==> src/rtl/dmem_pkg.sv <==
`default_nettype none
// ---------------------------------------------------------------------------
// dmem_pkg : shared types and encodings for the data-memory access controller
// Rev 1.0
// ---------------------------------------------------------------------------
package dmem_pkg;

  typedef enum logic [0:0] {
    ST_CLEAR = 1'b0,
    ST_IDLE  = 1'b1
  } state_e;

  localparam logic RW_READ  = 1'b0;
  localparam logic RW_WRITE = 1'b1;

  localparam logic PORT_CPU = 1'b0;
  localparam logic PORT_DBG = 1'b1;

  localparam int BUS_AW = 32;

endpackage
`default_nettype wire

==> src/rtl/rr_arbiter2.sv <==
`default_nettype none
// ---------------------------------------------------------------------------
// rr_arbiter2 : two-requester round-robin arbiter, one-hot grant
// Rev 1.0
// ---------------------------------------------------------------------------
module rr_arbiter2
  import dmem_pkg::*;
(
  input  logic       clk,
  input  logic       rst,
  input  logic [1:0] req,
  input  logic       advance,
  output logic [1:0] grant
);

  // Port that won most recently; it yields on the next contested cycle.
  logic ptr;

  always_comb begin
    grant = 2'b00;
    case (req)
      2'b01:   grant = 2'b01;
      2'b10:   grant = 2'b10;
      2'b11:   grant = (ptr == PORT_CPU) ? 2'b10 : 2'b01;
      default: grant = 2'b00;
    endcase
  end

  always_ff @(posedge clk or negedge rst) begin
    if (!rst) begin
      ptr <= PORT_CPU;
    end else if (advance && (grant != 2'b00)) begin
      ptr <= grant[1];
    end
  end

endmodule
`default_nettype wire

==> src/rtl/dmem_access_ctrl.sv <==
`default_nettype none
// ---------------------------------------------------------------------------
// dmem_access_ctrl : zero-fill sweep then CPU/debug round-robin data-memory port
// Rev 1.0
// ---------------------------------------------------------------------------
module dmem_access_ctrl
  import dmem_pkg::*;
#(
  parameter int ADDR_W   = 16,
  parameter int DATA_W   = 32,
  parameter bit CLEAR_EN = 1'b1
) (
  input  logic              clk,
  input  logic              rst,
  input  logic              cpu_req,
  input  logic              cpu_we,
  input  logic [31:0]       cpu_addr,
  input  logic [DATA_W-1:0] cpu_wdata,
  output logic              cpu_gnt,
  output logic              cpu_rvalid,
  output logic [DATA_W-1:0] cpu_rdata,
  input  logic              dbg_req,
  input  logic              dbg_we,
  input  logic [31:0]       dbg_addr,
  input  logic [DATA_W-1:0] dbg_wdata,
  output logic              dbg_gnt,
  output logic              dbg_rvalid,
  output logic [DATA_W-1:0] dbg_rdata,
  output logic              mem_en,
  output logic              mem_rw,
  output logic [31:0]       mem_addr,
  output logic [DATA_W-1:0] mem_wdata,
  input  logic [DATA_W-1:0] mem_rdata,
  output logic              init_done
);

  localparam state_e RESET_STATE = CLEAR_EN ? ST_CLEAR : ST_IDLE;

  state_e            state_q, state_d;
  logic [ADDR_W-1:0] sweep_q;
  logic              sweep_last;

  logic              en_q, en_d;
  logic              rw_q, rw_d;
  logic [ADDR_W-1:0] addr_q, addr_d;
  logic [DATA_W-1:0] wdata_q, wdata_d;
  logic              cpu_gnt_q, cpu_gnt_d;
  logic              dbg_gnt_q, dbg_gnt_d;
  logic              init_q;

  logic              rd_pend_q;
  logic              rd_port_q;
  logic              cpu_rv_q, dbg_rv_q;
  logic [DATA_W-1:0] cpu_rd_q, dbg_rd_q;

  logic [1:0]        grant;
  logic              arb_adv;

  // Upper address bits alias away by design.
  logic              unused_addr_hi;
  assign unused_addr_hi = ^{cpu_addr[31:ADDR_W], dbg_addr[31:ADDR_W]};

  assign sweep_last = (sweep_q == {ADDR_W{1'b1}});

  rr_arbiter2 u_arb (
    .clk     (clk),
    .rst     (rst),
    .req     ({dbg_req, cpu_req}),
    .advance (arb_adv),
    .grant   (grant)
  );

  always_ff @(posedge clk or negedge rst) begin
    if (!rst) begin
      state_q <= RESET_STATE;
    end else begin
      state_q <= state_d;
    end
  end

  always_comb begin
    state_d = state_q;
    if ((state_q == ST_CLEAR) && sweep_last) begin
      state_d = ST_IDLE;
    end
  end

  always_comb begin
    en_d      = 1'b0;
    rw_d      = RW_READ;
    addr_d    = addr_q;
    wdata_d   = wdata_q;
    cpu_gnt_d = 1'b0;
    dbg_gnt_d = 1'b0;
    arb_adv   = 1'b0;
    case (state_q)
      ST_CLEAR: begin
        en_d    = 1'b1;
        rw_d    = RW_WRITE;
        addr_d  = sweep_q;
        wdata_d = '0;
      end
      default: begin
        arb_adv = 1'b1;
        if (grant[1]) begin
          en_d      = 1'b1;
          rw_d      = dbg_we;
          addr_d    = dbg_addr[ADDR_W-1:0];
          wdata_d   = dbg_wdata;
          dbg_gnt_d = 1'b1;
        end else if (grant[0]) begin
          en_d      = 1'b1;
          rw_d      = cpu_we;
          addr_d    = cpu_addr[ADDR_W-1:0];
          wdata_d   = cpu_wdata;
          cpu_gnt_d = 1'b1;
        end
      end
    endcase
  end

  always_ff @(posedge clk or negedge rst) begin
    if (!rst) begin
      en_q      <= 1'b0;
      rw_q      <= RW_READ;
      addr_q    <= '0;
      wdata_q   <= '0;
      cpu_gnt_q <= 1'b0;
      dbg_gnt_q <= 1'b0;
      sweep_q   <= '0;
      init_q    <= 1'b0;
    end else begin
      en_q      <= en_d;
      rw_q      <= rw_d;
      addr_q    <= addr_d;
      wdata_q   <= wdata_d;
      cpu_gnt_q <= cpu_gnt_d;
      dbg_gnt_q <= dbg_gnt_d;
      if (state_q == ST_CLEAR) begin
        sweep_q <= sweep_q + 1'b1;
      end
      if (state_q == ST_IDLE) begin
        init_q <= 1'b1;
      end
    end
  end

  // Read return: memory samples the access one edge after issue, data lands the edge after.
  always_ff @(posedge clk or negedge rst) begin
    if (!rst) begin
      rd_pend_q <= 1'b0;
      rd_port_q <= PORT_CPU;
      cpu_rv_q  <= 1'b0;
      dbg_rv_q  <= 1'b0;
      cpu_rd_q  <= '0;
      dbg_rd_q  <= '0;
    end else begin
      rd_pend_q <= en_q && (rw_q == RW_READ);
      rd_port_q <= dbg_gnt_q;
      cpu_rv_q  <= rd_pend_q && (rd_port_q == PORT_CPU);
      dbg_rv_q  <= rd_pend_q && (rd_port_q == PORT_DBG);
      if (rd_pend_q && (rd_port_q == PORT_CPU)) begin
        cpu_rd_q <= mem_rdata;
      end
      if (rd_pend_q && (rd_port_q == PORT_DBG)) begin
        dbg_rd_q <= mem_rdata;
      end
    end
  end

  assign mem_en     = en_q;
  assign mem_rw     = rw_q;
  assign mem_addr   = BUS_AW'(addr_q);
  assign mem_wdata  = wdata_q;
  assign cpu_gnt    = cpu_gnt_q;
  assign dbg_gnt    = dbg_gnt_q;
  assign cpu_rvalid = cpu_rv_q;
  assign dbg_rvalid = dbg_rv_q;
  assign cpu_rdata  = cpu_rd_q;
  assign dbg_rdata  = dbg_rd_q;
  assign init_done  = init_q;

endmodule
`default_nettype wire

==> config.mk <==
export PLATFORM = sky130hd
export DESIGN_NAME = dmem_access_ctrl
export DESIGN_NICKNAME = d
export VERILOG_FILES = /design/src/rtl/dmem_pkg.sv /design/src/rtl/rr_arbiter2.sv /design/src/rtl/dmem_access_ctrl.sv
export SDC_FILE = /design/constraint.sdc
export NUM_CORES = 1
export LEC_CHECK = 0
export ABC_CLOCK_PERIOD_IN_PS = 4630
export CORE_MARGIN = 5
export CORE_UTILIZATION = 43
export CTS_CLUSTER_SIZE = 14
export DETAILED_ROUTE_END_ITERATION = 10
export PLACE_DENSITY = 0.9
export SLEW_MARGIN = 5
export SYNTH_ARGS = -nofsm -noshare
export SYNTH_HDL_FRONTEND = slang
export SYNTH_SLANG_ARGS = --single-unit
==> constraint.sdc <==
create_clock -name clk -period 4.63 [get_ports clk]
set_input_delay 0.6945 -clock clk [delete_from_list [all_inputs] [get_ports clk]]
set_output_delay 0.6945 -clock clk [all_outputs]
set_load 0.05 [all_outputs]
### Word-level counts from Yosys, hierarchy flattened

Index checks and enable logic that the tools add are counted.

* register bits after elaboration: 139
* bits of input ports: 166
* output and inout bits: 135
* logic and storage cells: 50

* $add $sub $neg: 1
* equal/unequal tests: 5
* muxes and demuxes: 19
* bitwise gates (word level): 3
* reductions and logical operators: 6

Operator list (count)
* $mux W32: 3
* $mux W16: 3
* $add A16 B1 Y16 const B: 1
* $eq A16 B16 Y1 const B: 1
* $mux W1: 11
* $pmux W2 S3: 1
* $logic_and A1 B1 Y1: 5
* $eq A2 B2 Y1 const B: 2
* $ne A3 B1 Y1 const B: 1
* $not A1 Y1: 3
* $eq A2 B1 Y1 const B: 1
* $mux W2: 1
* $reduce_bool A2 Y1: 1

### Depth between registers and ports, before layout

Gate-level depths: netlist (run 1).

* depth in word-level cells: 5
* gate-level depth with buffers: 7

### Modules after synthesis

From an unflattened synthesis (run 1), not the netlist that was laid out.

* cell total of the unflattened synthesis: 524
* area, all modules: 6015.8 um2

Modules (own cells, without submodules)
* dmem_access_ctrl: times used 1, cells an instance 518, area an instance 5960.7 um2, sequential area each 3453.3 um2
* rr_arbiter2: times used 1, cells an instance 6, area an instance 55.1 um2, sequential area each 25.0 um2

### Worst setup path after synthesis (run 1)

Ideal clock, no wire load.

* path kind: input port to flip-flop
* start point: in dbg_req
* end point: reg rw_q, in the netlist mem_rw
* data arrival time: 1.617 ns
* path slack: 2.887 ns
* stages on the path: 6
* buffers on the path: 3
* cells stage by stage: nand2b_1 > and2_1 > clkbuf_2 > buf_6 > buf_6 > a221o_1

* cells in the longest elaborated chain, start to end: 5
* elaborated cells on any way between the ends: 7

Ends and longest elaborated chain
* start, declared: RTL line dmem_access_ctrl.sv:22 `input logic dbg_req,`
* $eq A2 B2 Y1 / $eq A2 B1 Y1 (equally long branches): RTL line rr_arbiter2.sv:21 `case (req)`
* $pmux W2 S3 *: RTL line rr_arbiter2.sv:21
* $mux W1: RTL line dmem_access_ctrl.sv:111 `end else if (grant[0]) begin`
* $mux W1 *: RTL line dmem_access_ctrl.sv:105 `if (grant[1]) begin`
* $mux W1 *: RTL line dmem_access_ctrl.sv:96 `case (state_q)`
* net rw_d: RTL line dmem_access_ctrl.sv:44 `logic rw_q, rw_d;`
* end signal, assigned: RTL line dmem_access_ctrl.sv:134 `rw_q <= rw_d;`
* end, declared: RTL line dmem_access_ctrl.sv:44

Mark *: on every way through the listed nets, which the timed path passes. The rest lies on a longest branch.
A chain may end at the register's enable or synchronous reset.

### Final worst setup path (run 1)

* start point: reg state_q
* end point: reg wdata_q[21], in the netlist mem_wdata[21]

* cells in the longest elaborated chain, start to end: 1
* elaborated cells on any way between the ends: 2

Ends and longest elaborated chain
* start, declared: RTL line dmem_access_ctrl.sv:39 `state_e state_q, state_d;`
* start signal, assigned: RTL line dmem_access_ctrl.sv:77 `state_q <= state_d;`
* $ne A3 B1 Y1 (no line) / $mux W32 (equally long branches)
* end signal, assigned: RTL line dmem_access_ctrl.sv:136 `wdata_q <= wdata_d;`
* end, declared: RTL line dmem_access_ctrl.sv:46 `logic [DATA_W-1:0] wdata_q, wdata_d;`

Parallel ways exist; a longest one is shown, timed or not.

==> summary.txt, run 1 <==
Floorplan
  – Effective utilization at floorplan: 44.1%
  – Total I/O pin count: 301
  – Core Region: 13300 µm²
  – Horizontal extent of the die: 127 µm
  – Die height: 127 µm
  – Area enclosed by the die boundary: 16100 µm²
  – Number of core rows: 42

Synth
  – Post-synthesis instance total: 466
  – Adder and majority gate portion of the synthesized area: 0.213%
  – Mux cell area share after synthesis: 20.4%
  – Number of synthesized flops with an enable pin: 0
  – Xor/xnor share of the synthesized area: 2.23%
  – Main flop type after synthesis: sky130_fd_sc_hd__dfrtp_1
  – Post-synthesis sequential area ratio: 59.1%
  – Top cell type by total area after synthesis: sky130_fd_sc_hd__dfrtp_1
  – Number of synthesized register bits: 139
  – Synth Area in Simple Gates: 6.85%
  – Summed instance area of the synthesized netlist: 5890 µm²
  – Number of distinct library cells after synthesis: 34
  – Synthesized-area fraction occupied by ao, oa, aoi and oai cells: 5.93%
  – Average instance area after synthesis: 12.6 µm²
  – Area fraction of the dominant cell type after synthesis: 59.1%
  – Async S/R FF share, synth: 100%
  – Combinational family with the most area after synthesis: multiplexers
  – Yosys Warn Count: 0
  – Main area contributors after synthesis: sky130_fd_sc_hd__dfrtp_1, sky130_fd_sc_hd__mux2_2, sky130_fd_sc_hd__mux2i_1

Critical path
  – Count of cell instances traversed by the critical path: 5
  – CP max stage delay: 1.10 ns
  – R2R depth: 5
  – Library cell contributing the largest single delay on the critical path: sky130_fd_sc_hd__dfrtp_1
  – Cell family contributing the most delay on the critical path: simple AND/OR/NAND/NOR gates
  – Worst setup path endpoint: mem_wdata[21]
  – Endpoint class of the critical path: flop
  – Launch point of the critical path: state_q
  – Path type of the worst setup path: flop to flop
  – Cell chain of the critical path: inv_1 -> nor3_4 -> buf_4 -> nand2_1 -> o21ai_0
  – Critical path launch point type: flop
  – Worst path required time: 4.96 ns
  – Peak fanout along the critical path: 36
  – Endpoint of the most critical register-to-register path: mem_wdata[21]
  – Startpoint of the most critical register-to-register path: state_q
  – Buf+Inv Stages, Crit Path: 2
  – Worst reg-to-reg setup slack: 1.60 ns
  – CP Data Arrival Time: 3.36 ns

STA
  – Slew @ Worst Pin: 1.27 ns
  – Final critical delay including setup and external delays: 3.03 ns
  – F_max: 330 MHz
  – Setup TNS after final layout: 0 ns
  – Endpoints failing setup: 0
  – Setup slack of the critical path after layout: 1.60 ns
  – Final Hold Violating Endpoints: 0
  – Tightest slew margin relative to the limit: 15.2%
  – Setup repair after global routing missed its margin: false
  – Part of the cycle the worst path needs: 65.5%
  – Post-Route Skew: 0.00753 ns
  – Total count of max-transition violations in the final report: 0

Power and ir drop
  – Total power after layout: 3.10 mW
  – Static Leakage: 3.86 nW
  – Power density relative to cell area: 340 nW/µm²
  – Peak supply drop: 0.000199 V

Place
  – Final Wtd Congestion: 0.817
  – Post-DP HPWL: 12.6 mm
  – Dpl ws: 1.46 ns
  – Placed cell count: 873
  – Number of I/O port buffers: 252

CTS
  – Total number of H-tree levels: 4
  – Library cell used as clock root buffer: sky130_fd_sc_hd__clkbuf_16
  – Worst-case clock buffer depth: 2
  – Num CTS Buffers: 17
  – CTS Hold Buffers Added: 0
  – Count of instances resized after the clock tree is built: 0
  – TritonCTS clock tree: done
  – Worst-Skew Late Latency: 0.41 ns
  – Buffer count from post-CTS setup fixing: 0
  – Clock transition at the registers of the reported paths: 0.06 ns
  – Clock Sink Count: 139

Detailed routing
  – Final Routed Wirelength: 17.1 mm
  – Drc violations: 0
  – Total via count after detailed routing: 4625
  – Iteration-0 DRC Markers: 218
  – TritonRoute pass-1 iters: 4
  – Wire length per cell after detailed routing: 18.9 µm
  – Average vias per placed instance: 5.11
  – Count of nets left with antenna violations after detail routing: 0

Layout
  – Final net count: 883
  – Antenna Cells: 0
  – Fraction of final layout cells sized beyond drive strength 1: 14.8%
  – Most frequent standard cell in the layout excluding fill and tap cells: sky130_fd_sc_hd__clkdlybuf4s50_1
  – Relative area change from synthesis to final layout: 54.7%
  – Most frequent cells in the layout: sky130_fd_sc_hd__clkdlybuf4s50_1, sky130_fd_sc_hd__dfrtp_1, sky130_fd_sc_hd__mux2_2
  – Number of fillers in the final layout: 932
  – Post-layout instance count excluding filler cells: 905

Job
  – Max Cap Violations: 0

GRT
  – Pin count of the biggest net entering global routing: 98
  – Via count of the first global-routing pass: 5043
  – Antenna violations before repair: 0
  – First-pass GRT wire length: 26.6 mm
  – Overflow left after global routing: 0
  – Tot GR Track Use: 21.0%

Status
  – Outcome: complete, no violations

Hold path
  – Min-Delay Path Class: input pin to async pin
sequential cells by signal (all words and copies together) (netlist names):
signal / cells
addr_q: 16
cpu_gnt: 1
cpu_rdata: 32
cpu_rvalid: 1
dbg_gnt: 1
dbg_rdata: 32
dbg_rvalid: 1
init_done: 1
mem_en: 1
mem_rw: 1
mem_wdata: 32
rd_pend_q: 1
rd_port_q: 1
state_q: 1
sweep_q: 16
u_arb.ptr: 1
synth_stat cells, drive strengths merged, types with 3 or more instances:
library cell,instances
dfrtp,139
nor2b,6
nor2,3
nand3,20
a21oi,3
o221ai,12
nand4,4
xnor2,15
nor3,4
clkbuf,11
mux2i,47
mux2,65
buf,31
nand2b,3
inv,16
o21ai,36
nand2,37
power breakdown:
group          switching, mW  internal, mW  total [mW]  leakage, nW
clock network          0.532         0.851        1.38        0.276
registers             0.0198          1.25        1.27         1.80
logic                  0.246         0.198       0.444         1.78
logic make-up after synthesis:
logic type	after synthesis
flip-flops	139
adder cells (fa/ha/maj)	1
XOR/XNOR	15
AO/OA/AOI/OAI	57
multiplexers	112
buffers and inverters	58
AND/OR/NAND/NOR	83
other	1
worst register-to-register path, stage by stage, from the launching register on:
cell and delay [ns]:
sky130_fd_sc_hd__dfrtp_1 1.10, sky130_fd_sc_hd__inv_1 0.38, sky130_fd_sc_hd__nor3_4 1.05, sky130_fd_sc_hd__buf_4 0.29
sky130_fd_sc_hd__nand2_1 0.06, sky130_fd_sc_hd__o21ai_0 0.06
metal layers:
layer | vias up | share of wire, % | GRT usage (%)
li1 | 2086 | - | -
met1 | 2299 | 40 | 24.4
met2 | 217 | 50 | 36.1
met3 | 23 | 8.0 | 7.55
met4 | 0 | 2.0 | 7.00
met5 | - | 0 | 0
how the worst min path moves through the flow:
stage	from	endpoint	depth (start not counted)
3_5_place_dp	dbg_gnt	rd_port_q	0
3_3_place_gp	dbg_gnt	rd_port_q	0
5_1_grt	dbg_gnt	rd_port_q	0
2_1_floorplan	rst	addr_q[0]	0
4_1_cts	rst	mem_wdata[18]	1
6_report	rst	dbg_rdata[5]	1
through the flow:
stage               cell area (µm²)  util [%]  hold WS (ns)
finish                         9110      68.2         0.360
detailed placement             8510      63.7         0.389
global route                   9110      68.2         0.408
floorplan                      5940         -         0.399
CTS                            9110      68.2         0.398
global placement               8510      63.7         0.374
cell type report:
cell class / count / area (µm²) / area share, %
multi-input cells: 284 / 2180 / 23.9
clock buffers: 19 / 433 / 4.75
clock inverters: 13 / 168 / 1.84
inverters: 16 / 60.1 / 0.659
repair buffers: 258 / 2570 / 28.2
well taps: 176 / 220 / 2.42
flip-flops and latches: 139 / 3480 / 38.2
No activity file was read; power rests on OpenSTA's default activity.
==> run 2: changes to the inputs <==
Settings changed: ABC_CLOCK_PERIOD_IN_PS 4630 to 2700, CORE_UTILIZATION 43 to 36, PLACE_DENSITY 0.9 to 0.81.
Clock period 4.63 ns to 2.7 ns, I/O delays scaled along.
==> summary.txt, run 2 (synthesis results as in run 1) <==
Power and ir drop
  – Static Leakage: 3.88 nW (was 3.86 nW)
  – Power share of the clock group: 42.4% (was 44.7%)
  – Internal Pwr Total: 3.79 mW (was 2.30 mW)
  – Switching power: 1.30 mW (was 0.799 mW)
  – Power density relative to cell area: 554 nW/µm² (was 340 nW/µm²)
  – Total power after layout: 5.09 mW (was 3.10 mW)
  – Sequential share of power: 42.6% (was 41.0%)
  – Comb power frac: 14.9% (was 14.3%)
  – Switching share of total power: 25.5% (was 25.8%)
  – Peak supply drop: 0.000431 V (was 0.000199 V)

Critical path
  – Endpoint class of the critical path: output port (was flop)
  – Launch point of the critical path: cpu_rdata[11] (was state_q)
  – Buf+Inv Stages, Crit Path: 1 (was 2)
  – Endpoint of the most critical register-to-register path: addr_q[11] (was mem_wdata[21])
  – CP max stage delay: 0.84 ns (was 1.10 ns)
  – Path type of the worst setup path: flop to output port (was flop to flop)
  – Worst setup path endpoint: cpu_rdata[11] (was mem_wdata[21])
  – Startpoint of the most critical register-to-register path: u_arb.ptr (was state_q)
  – Cell chain of the critical path: clkdlybuf4s50_1 (was inv_1 -> nor3_4 -> buf_4 -> nand2_1 -> o21ai_0)
  – Cell family contributing the most delay on the critical path: buffers and inverters (was simple AND/OR/NAND/NOR gates)
  – Count of cell instances traversed by the critical path: 1 (was 5)
  – Worst path required time: 2.30 ns (was 4.96 ns)
  – Worst reg-to-reg setup slack: 0.91 ns (was 1.60 ns)
  – Peak fanout along the critical path: 2 (was 36)
  – CP Data Arrival Time: 1.62 ns (was 3.36 ns)
  – R2R depth: 5 (unchanged)
  – Critical path launch point type: flop (unchanged)
  – Library cell contributing the largest single delay on the critical path: sky130_fd_sc_hd__clkdlybuf4s50_1 (was sky130_fd_sc_hd__dfrtp_1)

CTS
  – Clock transition at the registers of the reported paths: 0.05 ns (was 0.06 ns)
  – Buffer count from post-CTS setup fixing: 0 (unchanged)
  – Library cell used as clock root buffer: sky130_fd_sc_hd__clkbuf_16 (unchanged)
  – Num CTS Buffers: 17 (unchanged)
  – TritonCTS clock tree: done (unchanged)
  – Worst-case clock buffer depth: 2 (unchanged)
  – Total number of H-tree levels: 4 (unchanged)
  – Worst-Skew Late Latency: 0.41 ns (about the same)
  – Clock Sink Count: 139 (unchanged)

Floorplan
  – Die height: 138 µm (was 127 µm)
  – Core Region: 15900 µm² (was 13300 µm²)
  – Total I/O pin count: 301 (unchanged)
  – Number of core rows: 46 (was 42)
  – Effective utilization at floorplan: 36.9% (was 44.1%)
  – Area enclosed by the die boundary: 19000 µm² (was 16100 µm²)
  – Horizontal extent of the die: 138 µm (was 127 µm)

STA
  – Setup repair after global routing missed its margin: false (unchanged)
  – Total count of max-transition violations in the final report: 0 (unchanged)
  – Final Hold Violating Endpoints: 0 (unchanged)
  – Endpoints failing setup: 0 (unchanged)
  – Tightest slew margin relative to the limit: 40.3% (was 15.2%)
  – Setup slack of the critical path after layout: 0.680 ns (was 1.60 ns)
  – Final critical delay including setup and external delays: 2.02 ns
  – Part of the cycle the worst path needs: 74.8%
  – Post-Route Skew: 0.00678 ns (was 0.00753 ns)
  – Setup TNS after final layout: 0 ns (unchanged)
  – Slew @ Worst Pin: 0.892 ns (was 1.27 ns)
  – F_max: 495 MHz

Status
  – Outcome: complete, no violations (unchanged)

Layout
  – Post-layout instance count excluding filler cells: 949 (was 905)
  – Relative area change from synthesis to final layout: 56.1% (was 54.7%)
  – End-of-flow core utilization: 57.6% (was 68.2%)
  – Number of fillers in the final layout: 1314 (was 932)
  – Fraction of final layout cells sized beyond drive strength 1: 15.3% (was 14.8%)
  – Most frequent cells in the layout: sky130_fd_sc_hd__clkdlybuf4s50_1, sky130_fd_sc_hd__dfrtp_1, sky130_fd_sc_hd__mux2_2 (unchanged)
  – Most frequent standard cell in the layout excluding fill and tap cells: sky130_fd_sc_hd__clkdlybuf4s50_1 (unchanged)
  – Antenna Cells: 0 (unchanged)
  – Final net count: 889 (was 883)

Place
  – Dpl ws: 0.490 ns (was 1.46 ns)
  – Post-DP HPWL: 11.8 mm (was 12.6 mm)
  – Number of I/O port buffers: 252 (unchanged)
  – Placed cell count: 918 (was 873)
  – Final Wtd Congestion: 0.779 (was 0.817)

Detailed routing
  – Wire length per cell after detailed routing: 16.6 µm (was 18.9 µm)
  – Average vias per placed instance: 4.66 (was 5.11)
  – Drc violations: 0 (unchanged)
  – Final Routed Wirelength: 15.7 mm (was 17.1 mm)
  – Total via count after detailed routing: 4425 (was 4625)
  – TritonRoute pass-1 iters: 4 (unchanged)
  – Count of nets left with antenna violations after detail routing: 0 (unchanged)
  – Iteration-0 DRC Markers: 131 (was 218)

GRT
  – Pin count of the biggest net entering global routing: 57 (was 98)
  – Tot GR Track Use: 16.2% (was 21.0%)
  – GR Util met2: 27.7% (was 36.1%)
  – M1 GR Usage: 19.2% (was 24.4%)
  – Via count of the first global-routing pass: 4618 (was 5043)
  – Met3 demand-to-capacity share in global routing: 6.02% (was 7.55%)
  – Antenna violations before repair: 0 (unchanged)
  – Top Usage Layer GRT: met2 (unchanged)
  – First-pass GRT wire length: 23.7 mm (was 26.6 mm)
  – Overflow left after global routing: 0 (unchanged)

Hold path
  – Min-Delay Path Class: flop to flop (was input pin to async pin)

Job
  – Max Cap Violations: 0 (unchanged)
## run 2: timing repair
| item | in CTS | in global routing |
|---|---|---|
| resized for setup | 0 | 0 |
| endpoints found under the hold margin | 49 | 0 |
| hold buffers | 1 | 0 |
## run 2: worst min-delay path by stage
stage / start / end / slack, ns / cells after the start
final: dbg_gnt / rd_port_q / 0.39 / 0
after detailed placement: rst / dbg_rdata[17] / 0.38 / 1
after floorplan: rst / addr_q[0] / 0.11 / 0
after CTS: dbg_gnt / rd_port_q / 0.41 / 0
after global placement: rst / cpu_rdata[13] / 0.38 / 1
after global routing: dbg_gnt / rd_port_q / 0.43 / 0
## run 2: routing by layer
metal	vias to the layer above	wire length [µm]
li1	2100	-
met1	2142	6160
met2	168	7800
met3	15	1600
met4	0	163
met5	-	0
## run 2: through the flow
step / area (µm²) / hold WS (ns)
detailed placement: 8620 / 0.384
global placement: 8620 / 0.382
global route: 9190 / 0.429
CTS: 9190 / 0.412
finish: 9190 / 0.394
floorplan: 5940 / 0.109
## run 2: area by class of cell
type	count	area, µm²	area share [%]
flip-flops and latches	139	3480	37.9
repair buffers	264	2640	28.7
clock inverters	10	96.3	1.05
clock buffers	20	457	4.97
inverters	16	60.1	0.654
multi-input cells	284	2180	23.8
well taps	216	270	2.94
## run 2: power by group through the flow
stage	Clock, mW	Combinational, mW	Sequential (mW)
floorplan	0	0.182	2.41
global placement	0	0.759	2.20
detailed placement	0	0.769	2.21
CTS	2.22	0.771	2.17
global route	2.31	0.805	2.18
finish	2.16	0.761	2.17
